`src/rtl/pipe_pkg.sv`:
```
// Shared definitions for the pipeline boundary registers: the control
// bundle layout, its no-op encoding and the bit positions of each field.
package pipe_pkg;

    typedef struct packed {
        logic       reg_write;
        logic [1:0] result_src;
        logic       mem_write;
    } ctrl_t;

    localparam int CTRL_BITS = $bits(ctrl_t);

    // All-zero control has no architectural side effect, so it doubles as
    // the encoding of a bubble or a killed instruction.
    localparam ctrl_t CTRL_NOP = '0;

    localparam int REG_WRITE_BIT  = 3;
    localparam int RESULT_SRC_MSB = 2;
    localparam int RESULT_SRC_LSB = 1;
    localparam int MEM_WRITE_BIT  = 0;

    // Legal chain depths for a boundary register.
    function automatic logic stages_ok(input int stages);
        return (stages >= 1) && (stages <= 4);
    endfunction

    // Builds a raw control vector from its fields using the index positions.
    function automatic logic [CTRL_BITS-1:0] ctrl_pack(input logic reg_write,
                                                      input logic [1:0] result_src,
                                                      input logic mem_write);
        logic [CTRL_BITS-1:0] v;
        v = '0;
        v[REG_WRITE_BIT]                   = reg_write;
        v[RESULT_SRC_MSB:RESULT_SRC_LSB]   = result_src;
        v[MEM_WRITE_BIT]                   = mem_write;
        return v;
    endfunction

endpackage

```
`src/rtl/pipe_ctrl_stage_if.sv`:
```
// Bundle of hazard-control inputs, the incoming instruction bundle and the
// outgoing boundary state. The hazard unit/previous stage side is master,
// the boundary register is slave.
interface pipe_ctrl_stage_if
    import pipe_pkg::*;
#(
    parameter int CTRL_W = CTRL_BITS,
    parameter int DATA_W = 32,
    parameter int STAGES = 1,
    parameter int CNT_W  = 16
) ();

    logic              stall_i;
    logic              flush_i;
    logic              bubble_i;
    logic              valid_i;
    logic [CTRL_W-1:0] ctrl_i;
    logic [DATA_W-1:0] data_i;

    logic              valid_o;
    logic [CTRL_W-1:0] ctrl_o;
    logic [DATA_W-1:0] data_o;
    logic [STAGES-1:0] stage_vld_o;
    logic [CNT_W-1:0]  bubble_cnt_o;

    modport master (
        output stall_i, flush_i, bubble_i, valid_i, ctrl_i, data_i,
        input  valid_o, ctrl_o, data_o, stage_vld_o, bubble_cnt_o
    );

    modport slave (
        input  stall_i, flush_i, bubble_i, valid_i, ctrl_i, data_i,
        output valid_o, ctrl_o, data_o, stage_vld_o, bubble_cnt_o
    );

endinterface

```
`src/rtl/pipe_stage_reg.sv`:
```
// One boundary stage: valid, control and data flops. Clear kills the
// instruction (valid and control to zero, data kept), hold freezes the
// stage, otherwise the stage loads the upstream bundle.
module pipe_stage_reg
    import pipe_pkg::*;
#(
    parameter int CTRL_W = CTRL_BITS,
    parameter int DATA_W = 32
) (
    input  logic              clk,
    input  logic              rst,
    input  logic              hold,
    input  logic              clear,
    input  logic              load_valid,
    input  logic [CTRL_W-1:0] load_ctrl,
    input  logic [DATA_W-1:0] load_data,
    output logic              valid,
    output logic [CTRL_W-1:0] ctrl,
    output logic [DATA_W-1:0] data
);

    // Clear beats hold so a flush always kills a stalled stage.
    always_ff @(posedge clk) begin
        if (rst) begin
            valid <= 1'b0;
            ctrl  <= CTRL_W'(CTRL_NOP);
            data  <= '0;
        end else if (clear) begin
            valid <= 1'b0;
            ctrl  <= CTRL_W'(CTRL_NOP);
        end else if (!hold) begin
            valid <= load_valid;
            ctrl  <= load_ctrl;
            data  <= load_data;
        end
    end

endmodule

```
`src/rtl/pipe_ctrl_stage.sv`:
```
// Pipeline boundary register chain with stall, flush and bubble insertion,
// plus a saturating count of accepted bubbles. Latency equals STAGES and
// every output is taken directly from a flop.
module pipe_ctrl_stage
    import pipe_pkg::*;
#(
    parameter int CTRL_W = CTRL_BITS,
    parameter int DATA_W = 32,
    parameter int STAGES = 1,
    parameter int CNT_W  = 16
) (
    input logic              clk,
    input logic              rst,
    pipe_ctrl_stage_if.slave bus
);

    if (!stages_ok(STAGES)) begin : g_bad_stages
        $error("pipe_ctrl_stage: STAGES must be in 1..4");
    end

    logic [STAGES-1:0] stage_valid;
    logic [CTRL_W-1:0] stage_ctrl [STAGES];
    logic [DATA_W-1:0] stage_data [STAGES];
    logic [CTRL_W-1:0] entry_ctrl;
    logic              bubble_take;
    logic [CNT_W-1:0]  bubble_cnt;

    // A bubble only takes effect when neither flush nor stall is active.
    assign bubble_take = bus.bubble_i & ~bus.flush_i & ~bus.stall_i;

    // Non-instructions enter with no-op control so ctrl_o is zero whenever
    // valid_o is low.
    assign entry_ctrl = bus.valid_i ? bus.ctrl_i : CTRL_W'(CTRL_NOP);

    for (genvar k = 0; k < STAGES; k++) begin : g_stage
        if (k == 0) begin : g_first
            pipe_stage_reg #(
                .CTRL_W (CTRL_W),
                .DATA_W (DATA_W)
            ) u_reg (
                .clk        (clk),
                .rst        (rst),
                .hold       (bus.stall_i),
                .clear      (bus.flush_i | bubble_take),
                .load_valid (bus.valid_i),
                .load_ctrl  (entry_ctrl),
                .load_data  (bus.data_i),
                .valid      (stage_valid[k]),
                .ctrl       (stage_ctrl[k]),
                .data       (stage_data[k])
            );
        end else begin : g_next
            pipe_stage_reg #(
                .CTRL_W (CTRL_W),
                .DATA_W (DATA_W)
            ) u_reg (
                .clk        (clk),
                .rst        (rst),
                .hold       (bus.stall_i),
                .clear      (bus.flush_i),
                .load_valid (stage_valid[k-1]),
                .load_ctrl  (stage_ctrl[k-1]),
                .load_data  (stage_data[k-1]),
                .valid      (stage_valid[k]),
                .ctrl       (stage_ctrl[k]),
                .data       (stage_data[k])
            );
        end
    end

    // Count accepted bubbles, sticking at all-ones instead of wrapping.
    always_ff @(posedge clk) begin
        if (rst) begin
            bubble_cnt <= '0;
        end else if (bubble_take && (bubble_cnt != {CNT_W{1'b1}})) begin
            bubble_cnt <= bubble_cnt + 1'b1;
        end
    end

    assign bus.valid_o      = stage_valid[STAGES-1];
    assign bus.ctrl_o       = stage_ctrl[STAGES-1];
    assign bus.data_o       = stage_data[STAGES-1];
    assign bus.stage_vld_o  = stage_valid;
    assign bus.bubble_cnt_o = bubble_cnt;

endmodule

```
`src/flat_wrapper.sv`:
```
// flat-port wrapper written by rule: the top's interface ports become plain ports
module pipe_ctrl_stage_flat import pipe_pkg::*;
#(
    parameter int CTRL_W = CTRL_BITS,
    parameter int DATA_W = 32,
    parameter int STAGES = 1,
    parameter int CNT_W  = 16
)
  (clk, rst, bus_stall_i, bus_flush_i, bus_bubble_i, bus_valid_i, bus_ctrl_i, bus_data_i, bus_valid_o, bus_ctrl_o, bus_data_o, bus_stage_vld_o, bus_bubble_cnt_o);
  pipe_ctrl_stage_if #(.CTRL_W(CTRL_W), .DATA_W(DATA_W), .STAGES(STAGES), .CNT_W(CNT_W)) bus_i ();
  input logic clk;
  input logic rst;
  input wire logic [$bits(bus_i.stall_i)-1:0] bus_stall_i;
  input wire logic [$bits(bus_i.flush_i)-1:0] bus_flush_i;
  input wire logic [$bits(bus_i.bubble_i)-1:0] bus_bubble_i;
  input wire logic [$bits(bus_i.valid_i)-1:0] bus_valid_i;
  input wire logic [$bits(bus_i.ctrl_i)-1:0] bus_ctrl_i;
  input wire logic [$bits(bus_i.data_i)-1:0] bus_data_i;
  output wire logic [$bits(bus_i.valid_o)-1:0] bus_valid_o;
  output wire logic [$bits(bus_i.ctrl_o)-1:0] bus_ctrl_o;
  output wire logic [$bits(bus_i.data_o)-1:0] bus_data_o;
  output wire logic [$bits(bus_i.stage_vld_o)-1:0] bus_stage_vld_o;
  output wire logic [$bits(bus_i.bubble_cnt_o)-1:0] bus_bubble_cnt_o;
  assign bus_i.stall_i = bus_stall_i;
  assign bus_i.flush_i = bus_flush_i;
  assign bus_i.bubble_i = bus_bubble_i;
  assign bus_i.valid_i = bus_valid_i;
  assign bus_i.ctrl_i = bus_ctrl_i;
  assign bus_i.data_i = bus_data_i;
  assign bus_valid_o = bus_i.valid_o;
  assign bus_ctrl_o = bus_i.ctrl_o;
  assign bus_data_o = bus_i.data_o;
  assign bus_stage_vld_o = bus_i.stage_vld_o;
  assign bus_bubble_cnt_o = bus_i.bubble_cnt_o;
  pipe_ctrl_stage #(.CTRL_W(CTRL_W), .DATA_W(DATA_W), .STAGES(STAGES), .CNT_W(CNT_W)) u_core (.clk(clk), .rst(rst), .bus(bus_i));
endmodule
```
`config.mk`:
```
export PLATFORM = sky130hd
export DESIGN_NAME = pipe_ctrl_stage_flat
export DESIGN_NICKNAME = d
export VERILOG_FILES = /design/src/rtl/pipe_pkg.sv /design/src/rtl/pipe_ctrl_stage_if.sv /design/src/rtl/pipe_stage_reg.sv /design/src/rtl/pipe_ctrl_stage.sv /design/src/flat_wrapper.sv
export SDC_FILE = /design/constraint.sdc
export NUM_CORES = 1
export LEC_CHECK = 0
export CORE_UTILIZATION = 23
export DETAILED_ROUTE_END_ITERATION = 10
export PLACE_DENSITY = 0.49
export SYNTH_ARGS = -nofsm -noshare
export SYNTH_HDL_FRONTEND = slang
export SYNTH_SLANG_ARGS = --single-unit
```
`constraint.sdc`:
```
create_clock -name clk -period 5.6 [get_ports clk]
set_clock_uncertainty 0.15 [all_clocks]
set_input_delay 1.12 -clock clk [delete_from_list [all_inputs] [get_ports clk]]
set_output_delay 1.12 -clock clk [all_outputs]
set_load 0.03 [all_outputs]
```
==> Yosys cells after proc, flatten, opt, wreduce, memory -nomap -nowiden <==
Cells that the tools add are included.
{ "word_totals": {"ff_bits": 53, "wordCells": 16, "in_bits": 42, "output_inout_bits": 54} }
{ "classes": {"reduce_logical": 3, "mux": 1, "bitwise": 6, "add_sub_neg": 1, "n_eq_ne": 1} }
{ "op_table": {"columns": ["cell", "n"], "rows": [
  ["adder 16 x 1 -> 16 bit, second input constant", 1],
  ["!= test 16 bit, second input constant", 1],
  ["2-to-1 mux 4 bit", 1],
  ["NOT 1 bit", 3],
  ["bitwise AND 1 bit", 2],
  ["AND reduction 2 bit", 1],
  ["OR reduction 2 bit", 1],
  ["logical AND 1 bit", 1],
  ["bitwise OR 1 bit", 1]
]} }

==> Depth between registers and ports, before layout <==
{ "depth": {"ltp_word": 6, "ltp_mapped": 7, "mapped_depth_nobuf": 6} }

==> Hierarchy <==
From an unflattened synthesis, not the netlist that was laid out.
{ "hier_totals": {"hier_cells": 263, "hier_area_um2": 2394.8} }
{ "by_module_without_submodules": {"columns": ["mod", "area_each_um2", "n_inst", "cells_each", "seq_area_each_um2"], "rows": [
  ["pipe_stage_reg", 1496.4, 1, 161, 740.7],
  ["pipe_ctrl_stage", 898.4, 1, 102, 320.3]
]} }

==> Worst setup path after synthesis <==
OpenSTA, ideal clock, no wires.
{ "synth_timing": {"path_type": "input-to-reg", "startpoint": "input bus_stall_i", "endpoint": "register u_core.bubble_cnt[11], in the netlist u_core.bus.bubble_cnt_o[11]", "n_path_buf": 1, "slack_ns": 2.966, "t_arrival_ns": 2.425, "setup_ns": 0.059, "path_stages": 6, "required_ns": 5.391, "cell_sequence": "buf_6 nor3b_4 and3_1 nand4_2 or4_1 nand2_1"} }
{ "synth_via": {"elab_chain_cells": 3} }
{ "synth_lines": {"columns": ["element", "line", "text"], "rows": [
  ["start: declaration", "flat_wrapper.sv:13", "input wire logic [$bits(bus_i.stall_i)-1:0] bus_stall_i;"],
  ["NOT 1 bit", "pipe_ctrl_stage.sv:29", "assign bubble_take = bus.bubble_i & ~bus.flush_i & ~bus.stall_i;"],
  ["bitwise AND 1 bit", "pipe_ctrl_stage.sv:29", null],
  ["logical AND 1 bit", "pipe_ctrl_stage.sv:75", "end else if (bubble_take && (bubble_cnt != {CNT_W{1'b1}})) begin"],
  ["end signal: assignment", "pipe_ctrl_stage.sv:76", "bubble_cnt <= bubble_cnt + 1'b1;"],
  ["end: declaration", "pipe_ctrl_stage.sv:26", "logic [CNT_W-1:0] bubble_cnt;"]
]} }
No other way between the ends.
A chain may end at the register's enable or synchronous reset.

==> Worst setup path in the final report <==
Same ends and word-level chain as after synthesis.

==> impl_metrics.py <==
metrics = {
    "run_status": {
        "status": "finished, violations left",
        "violations": "design-rule violations",
    },
    "placement": {
        "portBuffers": 95,
        "dp_slack_ns": 2.225,
        "gp_congestion": 0.7545,
        "dp_hpwl_um": 3879,
        "place_inst": 440,
    },
    "floorplanning": {
        "die_width_um": 98.00,
        "fp-row-count": 34,
        "core_um2": 8806,
        "initial_core_util_pct": 24.07,
        "fp.dieH_um": 98.00,
        "ioPinCount": 96,
        "dieArea_um2": 9603,
    },
    "clocking": {
        "cts_resized": 0,
        "clockBufferDepth": 2,
        "cts_root_buf": "clkbuf_8",
        "cts-hold-fix-buffers": 0,
        "clk_pin_slew_ns": 0.10,
        "post-cts-setup-buffers": 0,
        "cts_buffers": 5,
        "worstSkewPairLatency_ns": 0.30,
        "cts.sinks": 53,
        "htree_levels": 2,
        "tritoncts": "yes",
    },
    "logic_synthesis": {
        "synth-simple-area-share_pct": 26.33,
        "synth_nets": 294,
        "synth_adder_area_share_pct": 0.5903,
        "ys_warn_count": 0,
        "ys_types": 31,
        "synth_top_family_by_area": "simple AND/OR/NAND/NOR gates",
        "synth.ff_latch_count": 53,
        "yosysSeqAreaShare_pct": 50.06,
        "synthMuxAreaShare_pct": 0.9445,
        "synth_cells": 251,
        "avgSynthCellArea_um2": 8.444,
        "syn_area_um2": 2120,
        "synth_xor_area_share_pct": 4.132,
        "synth_compound_area_share_pct": 13.64,
    },
    "timing": {
        "finalWorstSetupSlack_ns": 2.538,
        "fin_crit_ns": 3.062,
        "setup_tns_ns": 0,
        "finalHoldViolCount": 0,
        "tightest_slew_ns": 1.103,
        "setup_viol": 0,
        "rsz0062_at_grt": "no",
        "max-slew-margin-rel_pct": 26.48,
        "finalCritPeriodShare_pct": 54.68,
        "drv_slew": 0,
        "max_freq_mhz": 326.6,
    },
    "global_routing": {
        "grt_pass1_vias": 1942,
        "antenna_found_initial": 0,
        "track_usage_pct": 12.22,
        "grt_pass1_wl_um": 9591,
        "grt_max_degree": 51,
        "grt_overflow": 0,
    },
    "routing": {
        "drc": 7,
        "drt_iter0_drc": 55,
        "wl_per_cell_um": 12.76,
        "vias": 1990,
        "dr.pass1.iters": 7,
        "postRouteAntennaNets": 0,
        "viasPerCell": 4.442,
        "totalWireLength_um": 5715,
    },
    "cells_and_area": {
        "drive_gt1_share_pct": 5.000,
        "fillers": 934,
        "antennaDiodeCount": 0,
        "layoutNonFillerInstCount": 448,
        "layout.nets": 382,
        "area_delta_synth_final_pct": 53.78,
    },
    "run": {
        "drv_cap": 0,
    },
    "worst_hold_path": {
        "min_path_type": "flip-flop to flip-flop",
    },
    "worst_setup_path": {
        "cp_slowest_cell": "clkdlybuf4s50_1",
        "critPathTopFamily": "simple AND/OR/NAND/NOR gates",
        "startpoint_type": "input port",
        "cp_data_arrival_time_ns": 3.16,
        "cpPeakStageDelay_ns": 0.61,
        "cp_cell_sequence": "clkdlybuf4s50_1 > nor3b_4 > and3_1 > nand4_2 > or4_1 > nand2_1",
        "crit_buf_inv": 1,
        "crit_fanout": 9,
        "critPathKind": "input port to flip-flop",
        "endpoint_kind": "flip-flop",
        "crit_required_ns": 5.70,
    },
    "power_and_ir_drop": {
        "vdd_drop_max_v": 0.00009761,
        "leakage_nw": 1.127,
        "power_density_nw_per_um2": 242.3,
    },
}
synth_stat cells:
cell            n  share of area, %
a21oi_1        35               8.3
a22oi_1         4               1.4
and2_1          1              0.30
and3_1          6               1.8
and4_1          3               1.2
buf_4           1              0.35
buf_6           3               1.6
clkbuf_1       10               1.8
dfxtp_1        53                50
dlygate4sd1_1   1              0.41
ha_1            1              0.59
inv_1           1              0.18
mux2i_1         2              0.94
nand2_1        68                12
nand3_1         4              0.94
nand4_1         3              0.89
nand4_2         2               1.2
nor2_1         18               3.2
nor2b_1         2              0.59
nor3_1          4              0.94
nor3b_4         1              0.89
o2111ai_1       2              0.83
o211ai_1        4               1.4
o21ai_0         4              0.94
o21ai_4         1              0.77
or2_2           1              0.30
or3_1           4               1.2
or4_1           1              0.35
or4_4           1              0.53
xnor2_1         1              0.41
xor2_1          9               3.7
cell usage in the layout (no fill, tap or decap), types with 4 or more instances in the layout:
cell type | netlist | layout
a21oi_1 | 35 | 35
a22oi_1 | 4 | 4
and3_1 | 6 | 6
clkbuf_8 | 0 | 5
clkdlybuf4s50_1 | 0 | 94
dfxtp_1 | 53 | 53
nand2_1 | 68 | 68
nand3_1 | 4 | 4
nor2_1 | 18 | 18
o211ai_1 | 4 | 4
o21ai_0 | 4 | 4
or3_1 | 4 | 4
xor2_1 | 9 | 9
state kept, by name (all words and copies together), names as in the netlist:
register	cells
u_core.g_stage.g_first.u_reg.data	32
u_core.bus.bubble_cnt_o	16
u_core.g_stage.g_first.u_reg.ctrl	4
u_core.g_stage.g_first.u_reg.valid	1
path summary, 6_finish.rpt:
| path | from | to | slack [ns] | depth (start not counted) |
|---|---|---|---|---|
| setup / recovery | bus_stall_i | u_core.bus.bubble_cnt_o[11] | 2.54 | 6 |
| hold / removal | u_core.g_stage[0].g_first.u_reg.data[7] | u_core.g_stage[0].g_first.u_reg.data[7] | 0.31 | 2 |
| setup reg to reg | u_core.bus.bubble_cnt_o[0] | u_core.bus.bubble_cnt_o[1] | 3.42 | 6 |
| hold reg to reg | u_core.g_stage[0].g_first.u_reg.data[7] | u_core.g_stage[0].g_first.u_reg.data[7] | 0.31 | 2 |
metal layers:
metal  vias up  GRT usage [%]  share of wire (%)
li1       1024              -                  -
met1       901          16.60                 49
met2        61          18.96                 44
met3         4          3.436                7.0
met4         0          3.147               0.52
met5         -              0                  0
area by class of cell:
class | instances | area [um^2] | share of cell area, %
Multi-Input combinational cell | 182 | 972.2 | 29.83
Inverter | 1 | 3.754 | 0.1152
Clock buffer | 5 | 68.82 | 2.111
Sequential cell | 53 | 1061 | 32.55
Tap cell | 108 | 135.1 | 4.146
Clock inverter | 3 | 65.06 | 1.996
Timing Repair Buffer | 96 | 953.4 | 29.25
stage by stage:
| step | hold slack (ns) | power, mW | util (%) | area [um^2] |
|---|---|---|---|---|
| detailed placement | 0.2960 | 0.4935 | 35.49 | 3126 |
| CTS | 0.3116 | 0.8068 | 37.01 | 3259 |
| floorplan | 0.4280 | 0.4418 | - | 2120 |
| global route | 0.3281 | 0.8289 | 37.01 | 3259 |
| global placement | 0.2907 | 0.4935 | 35.49 | 3126 |
| finish | 0.3078 | 0.7899 | 37.01 | 3259 |
worst reg2reg max path, delay by kind of cell (launching register included):
family	cells	cell delay, ns
AND/OR/NAND/NOR	2	0.66
multiplexers	1	0.21
adder cells (fa/ha/maj)	1	0.28
flip-flops	1	0.47
AO/OA/AOI/OAI	1	0.21
buffers and inverters	1	0.06
cells by family after synthesis:
logic type      Yosys count
compound gates           50
buf+inv                  16
simple gates            119
fa+ha+maj                 1
flops                    53
xor+xnor                 10
mux                       2
power breakdown:
group / switching, mW / internal (mW) / total, mW
Clock: 0.128 / 0.178 / 0.306
Sequential: 0.00492 / 0.385 / 0.390
Combinational: 0.0465 / 0.0470 / 0.0935
(Power assumes the default switching activity.)
